**src/rtl/lsu_bus_master_if.sv**
```systemverilog
// lsu_bus_master_if
//   Single-outstanding LSU request/response bus between the CPU-side
//   initiator and the memory/UART responder.
//   master : drives reqValid/addr/wen/wdata/wmask/size, receives rdata/respValid
//   slave  : the responder's view of the same wires
interface lsu_bus_master_if #(
  parameter int ADDR_W = 32,
  parameter int DATA_W = 32
);
  logic                  reqValid;
  logic [ADDR_W-1:0]     addr;
  logic                  wen;
  logic [DATA_W-1:0]     wdata;
  logic [DATA_W/8-1:0]   wmask;
  logic [1:0]            size;
  logic [DATA_W-1:0]     rdata;
  logic                  respValid;

  modport master (
    output reqValid, addr, wen, wdata, wmask, size,
    input  rdata, respValid
  );

  modport slave (
    input  reqValid, addr, wen, wdata, wmask, size,
    output rdata, respValid
  );
endinterface

```
**src/rtl/lsu_bus_master.sv**
```systemverilog
// lsu_bus_master
//   CPU-side initiator for the LSU bus. Takes one load/store at a time from
//   execute, issues a single request with lane-aligned data and byte mask,
//   waits for the response and returns loads right-aligned and extended.
//
// Ports
//   clock, reset             : system clock, synchronous active-high reset
//   in_valid/in_ready        : op handshake from execute (in_ready only in IDLE)
//   in_addr/in_wen/in_wdata  : byte address, store flag, right-aligned store data
//   in_size/in_unsigned      : 00 byte, 01 half, 1x word; zero-extend loads
//   out_valid/out_ready      : result handshake to writeback
//   out_rdata/out_err        : extended load data (0 for stores), misalign flag
//   io_lsu                   : LSU bus, master modport
//
// Build option
//   LSU_MISALIGN_CHECK_EN : misaligned half/word ops complete immediately with
//                           out_err = 1 and no bus request. Undefined: out_err
//                           is tied to 0 and misaligned ops are issued as-is.
//
// state  | meaning
// IDLE   | ready for a new op
// REQ    | reqValid strobe, single cycle
// WAIT   | request issued, waiting for respValid
// DONE   | result presented until writeback takes it
module lsu_bus_master #(
  parameter int ADDR_W = 32,
  parameter int DATA_W = 32
) (
  input  logic              clock,
  input  logic              reset,
  input  logic              in_valid,
  output logic              in_ready,
  input  logic [ADDR_W-1:0] in_addr,
  input  logic              in_wen,
  input  logic [DATA_W-1:0] in_wdata,
  input  logic [1:0]        in_size,
  input  logic              in_unsigned,
  output logic              out_valid,
  input  logic              out_ready,
  output logic [DATA_W-1:0] out_rdata,
  output logic              out_err,
  lsu_bus_master_if.master  io_lsu
);

  typedef enum logic [1:0] {
    S_IDLE = 2'd0,
    S_REQ  = 2'd1,
    S_WAIT = 2'd2,
    S_DONE = 2'd3
  } state_t;

  state_t              r_state;
  state_t              w_state_nxt;
  logic [ADDR_W-1:0]   r_addr;
  logic                r_wen;
  logic [DATA_W-1:0]   r_wdata;
  logic [3:0]          r_wmask;
  logic [1:0]          r_size;
  logic                r_unsigned;
  logic [DATA_W-1:0]   r_rdata;

  logic                w_accept;
  logic                w_misalign;
  logic [3:0]          w_mask_base;
  logic [DATA_W-1:0]   w_shift;
  logic [DATA_W-1:0]   w_result;

  assign w_accept = (r_state == S_IDLE) && in_valid;

`ifdef LSU_MISALIGN_CHECK_EN
  logic r_err;

  // size 11 is treated as a word, so in_size[1] covers both word encodings
  assign w_misalign = ((in_size == 2'b01) && in_addr[0]) ||
                      (in_size[1] && (in_addr[1:0] != 2'b00));

  always_ff @(posedge clock) begin
    if (reset) begin
      r_err <= 1'b0;
    end else if (w_accept) begin
      r_err <= w_misalign;
    end else if ((r_state == S_DONE) && out_ready) begin
      r_err <= 1'b0;
    end
  end

  assign out_err = r_err;
`else
  assign w_misalign = 1'b0;
  assign out_err    = 1'b0;
`endif

  always_ff @(posedge clock) begin
    if (reset) begin
      r_state <= S_IDLE;
    end else begin
      r_state <= w_state_nxt;
    end
  end

  always_comb begin
    w_state_nxt     = r_state;
    in_ready        = 1'b0;
    out_valid       = 1'b0;
    io_lsu.reqValid = 1'b0;
    unique case (r_state)
      S_IDLE: begin
        in_ready = 1'b1;
        if (in_valid) begin
          w_state_nxt = w_misalign ? S_DONE : S_REQ;
        end
      end
      S_REQ: begin
        io_lsu.reqValid = 1'b1;
        w_state_nxt     = S_WAIT;
      end
      S_WAIT: begin
        if (io_lsu.respValid) begin
          w_state_nxt = S_DONE;
        end
      end
      S_DONE: begin
        out_valid = 1'b1;
        if (out_ready) begin
          w_state_nxt = S_IDLE;
        end
      end
      default: w_state_nxt = S_IDLE;
    endcase
  end

  always_comb begin
    w_mask_base = 4'b1111;
    case (in_size)
      2'b00:   w_mask_base = 4'b0001;
      2'b01:   w_mask_base = 4'b0011;
      default: w_mask_base = 4'b1111;
    endcase
  end

  // Response lanes are moved down to bit 0 before extension; lanes shifted
  // past byte 3 come in as zero.
  always_comb begin
    w_shift  = io_lsu.rdata >> {r_addr[1:0], 3'b000};
    w_result = '0;
    if (!r_wen) begin
      case (r_size)
        2'b00:   w_result = r_unsigned ? {{(DATA_W-8){1'b0}}, w_shift[7:0]}
                                       : {{(DATA_W-8){w_shift[7]}}, w_shift[7:0]};
        2'b01:   w_result = r_unsigned ? {{(DATA_W-16){1'b0}}, w_shift[15:0]}
                                       : {{(DATA_W-16){w_shift[15]}}, w_shift[15:0]};
        default: w_result = w_shift;
      endcase
    end
  end

  always_ff @(posedge clock) begin
    if (reset) begin
      r_addr     <= '0;
      r_wen      <= 1'b0;
      r_wdata    <= '0;
      r_wmask    <= 4'b0000;
      r_size     <= 2'b00;
      r_unsigned <= 1'b0;
      r_rdata    <= '0;
    end else begin
      if (w_accept) begin
        r_addr     <= in_addr;
        r_wen      <= in_wen;
        r_size     <= in_size;
        r_unsigned <= in_unsigned;
        r_wdata    <= in_wdata << {in_addr[1:0], 3'b000};
        r_wmask    <= w_mask_base << in_addr[1:0];
        r_rdata    <= '0;
      end
      if ((r_state == S_WAIT) && io_lsu.respValid) begin
        r_rdata <= w_result;
      end
    end
  end

  assign io_lsu.addr  = r_addr;
  assign io_lsu.wen   = r_wen;
  assign io_lsu.wdata = r_wdata;
  assign io_lsu.wmask = r_wmask;
  assign io_lsu.size  = r_size;
  assign out_rdata    = r_rdata;

endmodule
```
**src/flat_wrapper.sv**
```systemverilog
// flat-port wrapper written by rule: the top's interface ports become plain ports
module lsu_bus_master_flat 
#(
  parameter int ADDR_W = 32,
  parameter int DATA_W = 32
)
  (clock, reset, in_valid, in_ready, in_addr, in_wen, in_wdata, in_size, in_unsigned, out_valid, out_ready, out_rdata, out_err, io_lsu_reqValid, io_lsu_addr, io_lsu_wen, io_lsu_wdata, io_lsu_wmask, io_lsu_size, io_lsu_rdata, io_lsu_respValid);
  lsu_bus_master_if #(.ADDR_W(ADDR_W), .DATA_W(DATA_W)) io_lsu_i ();
  input  logic clock;
  input  logic reset;
  input  logic in_valid;
  output logic in_ready;
  input  logic [ADDR_W-1:0] in_addr;
  input  logic in_wen;
  input  logic [DATA_W-1:0] in_wdata;
  input  logic [1:0] in_size;
  input  logic in_unsigned;
  output logic out_valid;
  input  logic out_ready;
  output logic [DATA_W-1:0] out_rdata;
  output logic out_err;
  output wire logic [$bits(io_lsu_i.reqValid)-1:0] io_lsu_reqValid;
  output wire logic [$bits(io_lsu_i.addr)-1:0] io_lsu_addr;
  output wire logic [$bits(io_lsu_i.wen)-1:0] io_lsu_wen;
  output wire logic [$bits(io_lsu_i.wdata)-1:0] io_lsu_wdata;
  output wire logic [$bits(io_lsu_i.wmask)-1:0] io_lsu_wmask;
  output wire logic [$bits(io_lsu_i.size)-1:0] io_lsu_size;
  input wire logic [$bits(io_lsu_i.rdata)-1:0] io_lsu_rdata;
  input wire logic [$bits(io_lsu_i.respValid)-1:0] io_lsu_respValid;
  assign io_lsu_reqValid = io_lsu_i.reqValid;
  assign io_lsu_addr = io_lsu_i.addr;
  assign io_lsu_wen = io_lsu_i.wen;
  assign io_lsu_wdata = io_lsu_i.wdata;
  assign io_lsu_wmask = io_lsu_i.wmask;
  assign io_lsu_size = io_lsu_i.size;
  assign io_lsu_i.rdata = io_lsu_rdata;
  assign io_lsu_i.respValid = io_lsu_respValid;
  lsu_bus_master #(.ADDR_W(ADDR_W), .DATA_W(DATA_W)) u_core (.clock(clock), .reset(reset), .in_valid(in_valid), .in_ready(in_ready), .in_addr(in_addr), .in_wen(in_wen), .in_wdata(in_wdata), .in_size(in_size), .in_unsigned(in_unsigned), .out_valid(out_valid), .out_ready(out_ready), .out_rdata(out_rdata), .out_err(out_err), .io_lsu(io_lsu_i));
endmodule
```
**config.mk**
```make
export PLATFORM = sky130hd
export DESIGN_NAME = lsu_bus_master_flat
export DESIGN_NICKNAME = d
export VERILOG_FILES = /design/src/rtl/lsu_bus_master_if.sv /design/src/rtl/lsu_bus_master.sv /design/src/flat_wrapper.sv
export SDC_FILE = /design/constraint.sdc
export NUM_CORES = 1
export LEC_CHECK = 0
export CORE_MARGIN = 2
export CORE_UTILIZATION = 38
export CTS_CLUSTER_DIAMETER = 200
export DETAILED_ROUTE_END_ITERATION = 16
export GPL_ROUTABILITY_DRIVEN = 0
export GPL_TIMING_DRIVEN = 0
export PLACE_DENSITY = 0.79
export SLEW_MARGIN = 5
export SYNTH_ARGS = -nofsm -noshare
export SYNTH_HDL_FRONTEND = slang
export SYNTH_SLANG_ARGS = --single-unit
```
**constraint.sdc**
```tcl
create_clock -name clock -period 1.9 [get_ports clock]
set_clock_uncertainty 0.05 [all_clocks]
set_input_delay 0.475 -clock clock [delete_from_list [all_inputs] [get_ports clock]]
set_output_delay 0.475 -clock clock [all_outputs]
set_load 0.1 [all_outputs]
```
==> impl_metrics.env <==
export IMPL_clockBufferDepth=2
export IMPL_multi_input_area_um2=2410
export IMPL_synth_top_area_share_pct=45.0
export IMPL_yosys_cell_types_count=36
export IMPL_critical_path_class="reg2out"
export IMPL_grt_usage_pct=23.4
export IMPL_power_density_nw_per_um2=1210
export IMPL_crit_chain="clkdlybuf4s15_2"
export IMPL_slowest_delay_ps=580
export IMPL_drt_iter0_drc=279
export IMPL_worstMarginPinSlew_ps=705
export IMPL_ant_nets=0
export IMPL_via_per_inst=5.27
export IMPL_min_path_type="reg2reg"
export IMPL_synth_area_per_cell_um2=8.96
export IMPL_seq_area_um2=2140
export IMPL_fillers=984
export IMPL_cts_sinks=106
export IMPL_synth_fp_nets=636
export IMPL_die_area_um2=13300
export IMPL_cp_top_family="buffers and inverters"
export IMPL_rows=40
export IMPL_rr_startpoint="u_core.r_state[0]$_SDFFE_PP0P_"
export IMPL_cts_buffers=9
export IMPL_synth_edff_count=0
export IMPL_ys_flop_type="dfxtp_1"
export IMPL_met2_usage_pct=40.5
export IMPL_busiest_layer="met2"
export IMPL_grt_setup_unrepaired="yes"
export IMPL_leakagePower_nw=2.76
export IMPL_layout_drive_gt1_share_pct=26.2
export IMPL_antenna_found_initial=1
export IMPL_grt_pass1_vias=4832
export IMPL_crit_required_ps=1370
export IMPL_grt_pass1_wl_um=24300
export IMPL_grt_util_met1_pct=27.8
export IMPL_vdd_drop_max_v=0.000877
export IMPL_fp_dieW_um=115
export IMPL_yosysTopAreaCell="dfxtp_1"
export IMPL_start_util_pct=39.1
export IMPL_avgRoutedWirePerCell_um=17.1
export IMPL_nets=857
export IMPL_cp_num_buf_inv=1
export IMPL_worstHoldStart="u_core.io_lsu.addr[20]$_SDFFE_PP0P_"
export IMPL_ys_seq_area_share_pct=45.0
export IMPL_dr_pass1_iters=6
export IMPL_crit_slowest_cell="clkdlybuf4s15_2"
export IMPL_startpoint_type="register"
export IMPL_synth_area_leaders="dfxtp_1, nand2_1, a21oi_1, mux2i_1, a22oi_1"
export IMPL_vias=4845
export IMPL_fin_cells=920
export IMPL_holdPathStages=2
export IMPL_core_um2=12100
export IMPL_totalWireLength_um=15800
export IMPL_io_buffers=208
export IMPL_r2r_slack_ps=70
export IMPL_drc=0
export IMPL_synthesis_area_um2=4710
export IMPL_min_period_ps=1850
export IMPL_insertion_delay_ps=350
export IMPL_yosysWarnings=0
export IMPL_worstPathArrival_ps=1320
export IMPL_fin_crit_sh_pct=97.2
export IMPL_status="finished clean"
export IMPL_grt_max_degree=19
export IMPL_dp_cells=902
export IMPL_finalSetupViolCount=0
export IMPL_area_delta_synth_final_pct=60.2
export IMPL_htreeDepth=3
export IMPL_hold_viol_final=0
export IMPL_synthArstFlopShare_pct=0
export IMPL_maxSlewHeadroom_pct=52.9
export IMPL_r2r_end="u_core.out_rdata[29]$_SDFFE_PP0P_"
export IMPL_grtUsageMet3_pct=5.54
export IMPL_place_hpwl_um=12300
export IMPL_ios=212
export IMPL_slew_violations=0
export IMPL_tritoncts="done"
export IMPL_hold_buffers=0
export IMPL_dpl_instance_area_um2=7030
export IMPL_max_cap_violations=0
export IMPL_endpoint_kind="output port"
export IMPL_fmax_mhz=542
export IMPL_rr_worst_depth=8
export IMPL_cts_clk_slew_worst_paths_ps=70
export IMPL_worst_path_max_fanout=5
export IMPL_finalInstanceArea_um2=7550
export IMPL_die_y_um=115
export IMPL_hold_end="u_core.io_lsu.addr[20]$_SDFFE_PP0P_"
export IMPL_root_buffer="clkbuf_16"
export IMPL_synth_seq_cells=106
export IMPL_netlist_instances=526
export IMPL_grt_overflow=0
==> metal layers <==
layer | wire length (um) | share of wire, %
met5 | 0 | 0
met2 | 7520 | 48
met1 | 6650 | 42
met4 | 426 | 2.7
met3 | 1160 | 7.4
==> kinds of logic (layout without fill, tap and decap cells) <==
logic type	after synthesis	after routing	synth area share, %
simple gates	173	173	15.7
mux	49	49	13.0
compound gates	139	139	20.0
fa+ha+maj	5	5	1.33
flops	106	106	45.0
buf+inv	52	277	4.73
xor+xnor	1	1	0.186
other cells	1	2	0.0796
==> placed cells by master, fill, tap and decap left out, types with 17 or more instances in the layout <==
master,n
a21oi_1,56
nand2_1,98
a22oi_1,25
nor2_1,46
mux2i_1,25
clkdlybuf4s15_2,103
clkbuf_1,22
dfxtp_1,99
clkdlybuf4s50_1,99
o21ai_0,17
==> flip-flops by register name (all words and copies together), names as in the netlist <==
name,cells
u_core.io_lsu.wmask,4
u_core.r_unsigned,1
u_core.out_rdata,32
u_core.io_lsu.addr,32
u_core.io_lsu.wdata,32
u_core.r_state,2
u_core.io_lsu.wen,1
u_core.io_lsu.size,2
==> timing repair <==
item	in CTS	in global routing
pin swaps	2	1
gates resized for setup	345	21
setup buffers	2	0
setup endpoints to repair	161	77
==> cell usage after synthesis, types with 2 or more instances <==
cell type,number
o21ai_0,17
buf_1,2
nand3b_1,7
ha_1,5
a21oi_1,56
mux2i_1,25
mux4_2,8
buf_2,7
dfxtp_1,106
inv_1,6
nor3_1,11
mux2_2,16
a221o_1,6
a211oi_1,9
clkbuf_1,33
nor3b_2,2
nor2_1,46
nand2_1,99
a221o_2,10
nor2b_1,3
a221oi_1,4
o211ai_1,9
buf_6,2
a22oi_1,25
==> through the flow <==
stage          setup WS [ps]  util (%)  total power, W  hold WS, ps  setup TNS [ps]
4_1_cts                 18.6      62.2         0.00913          407               0
3_5_place_dp            -664      58.3         0.00730          398          -52870
3_3_place_gp            -671      58.3         0.00723          392          -47370
6_report                53.8      62.6         0.00916          403               0
5_1_grt                -40.5      62.6         0.00954          423            -278
2_1_floorplan           11.9         -         0.00609          441               0
==> cell type report <==
| type | count | share of cell area, % |
|---|---|---|
| clock inverter | 6 | 0.978 |
| inverter | 7 | 0.348 |
| timing repair buffer | 210 | 29.5 |
| buffer | 45 | 3.07 |
| antenna | 1 | 0.0332 |
| multi-input combinational | 368 | 31.9 |
| clock buffer | 9 | 2.98 |
| sequential | 106 | 28.4 |
| tap | 168 | 2.79 |
==> report_power, final <==
group          leakage (nW)  switching, W  internal (W)
combinational          1.75       0.00336       0.00119
clock                 0.140      0.000861       0.00103
sequential            0.868      0.000186       0.00253
==> worst max path at each step <==
| stage | slack [ps] | start | to | depth (start not counted) |
|---|---|---|---|---|
| floorplan | 10 | u_core.r_state[1]$_SDFFE_PP0P_ | u_core.io_lsu.size[0]$_SDFFE_PP0P_ | 8 |
| global placement | -670 | reset | u_core.out_rdata[31]$_SDFFE_PP0P_ | 7 |
| detailed placement | -660 | reset | u_core.out_rdata[29]$_SDFFE_PP0P_ | 7 |
| CTS | 20 | u_core.r_state[0]$_SDFFE_PP0P_ | u_core.out_rdata[29]$_SDFFE_PP0P_ | 8 |
| global route | -40 | u_core.r_state[0]$_SDFFE_PP0P_ | u_core.out_rdata[31]$_SDFFE_PP0P_ | 8 |
| finish | 50 | u_core.io_lsu.size[1]$_SDFFE_PP0P_ | io_lsu_size[1] | 1 |
Power figures use the tool's default switching activity.
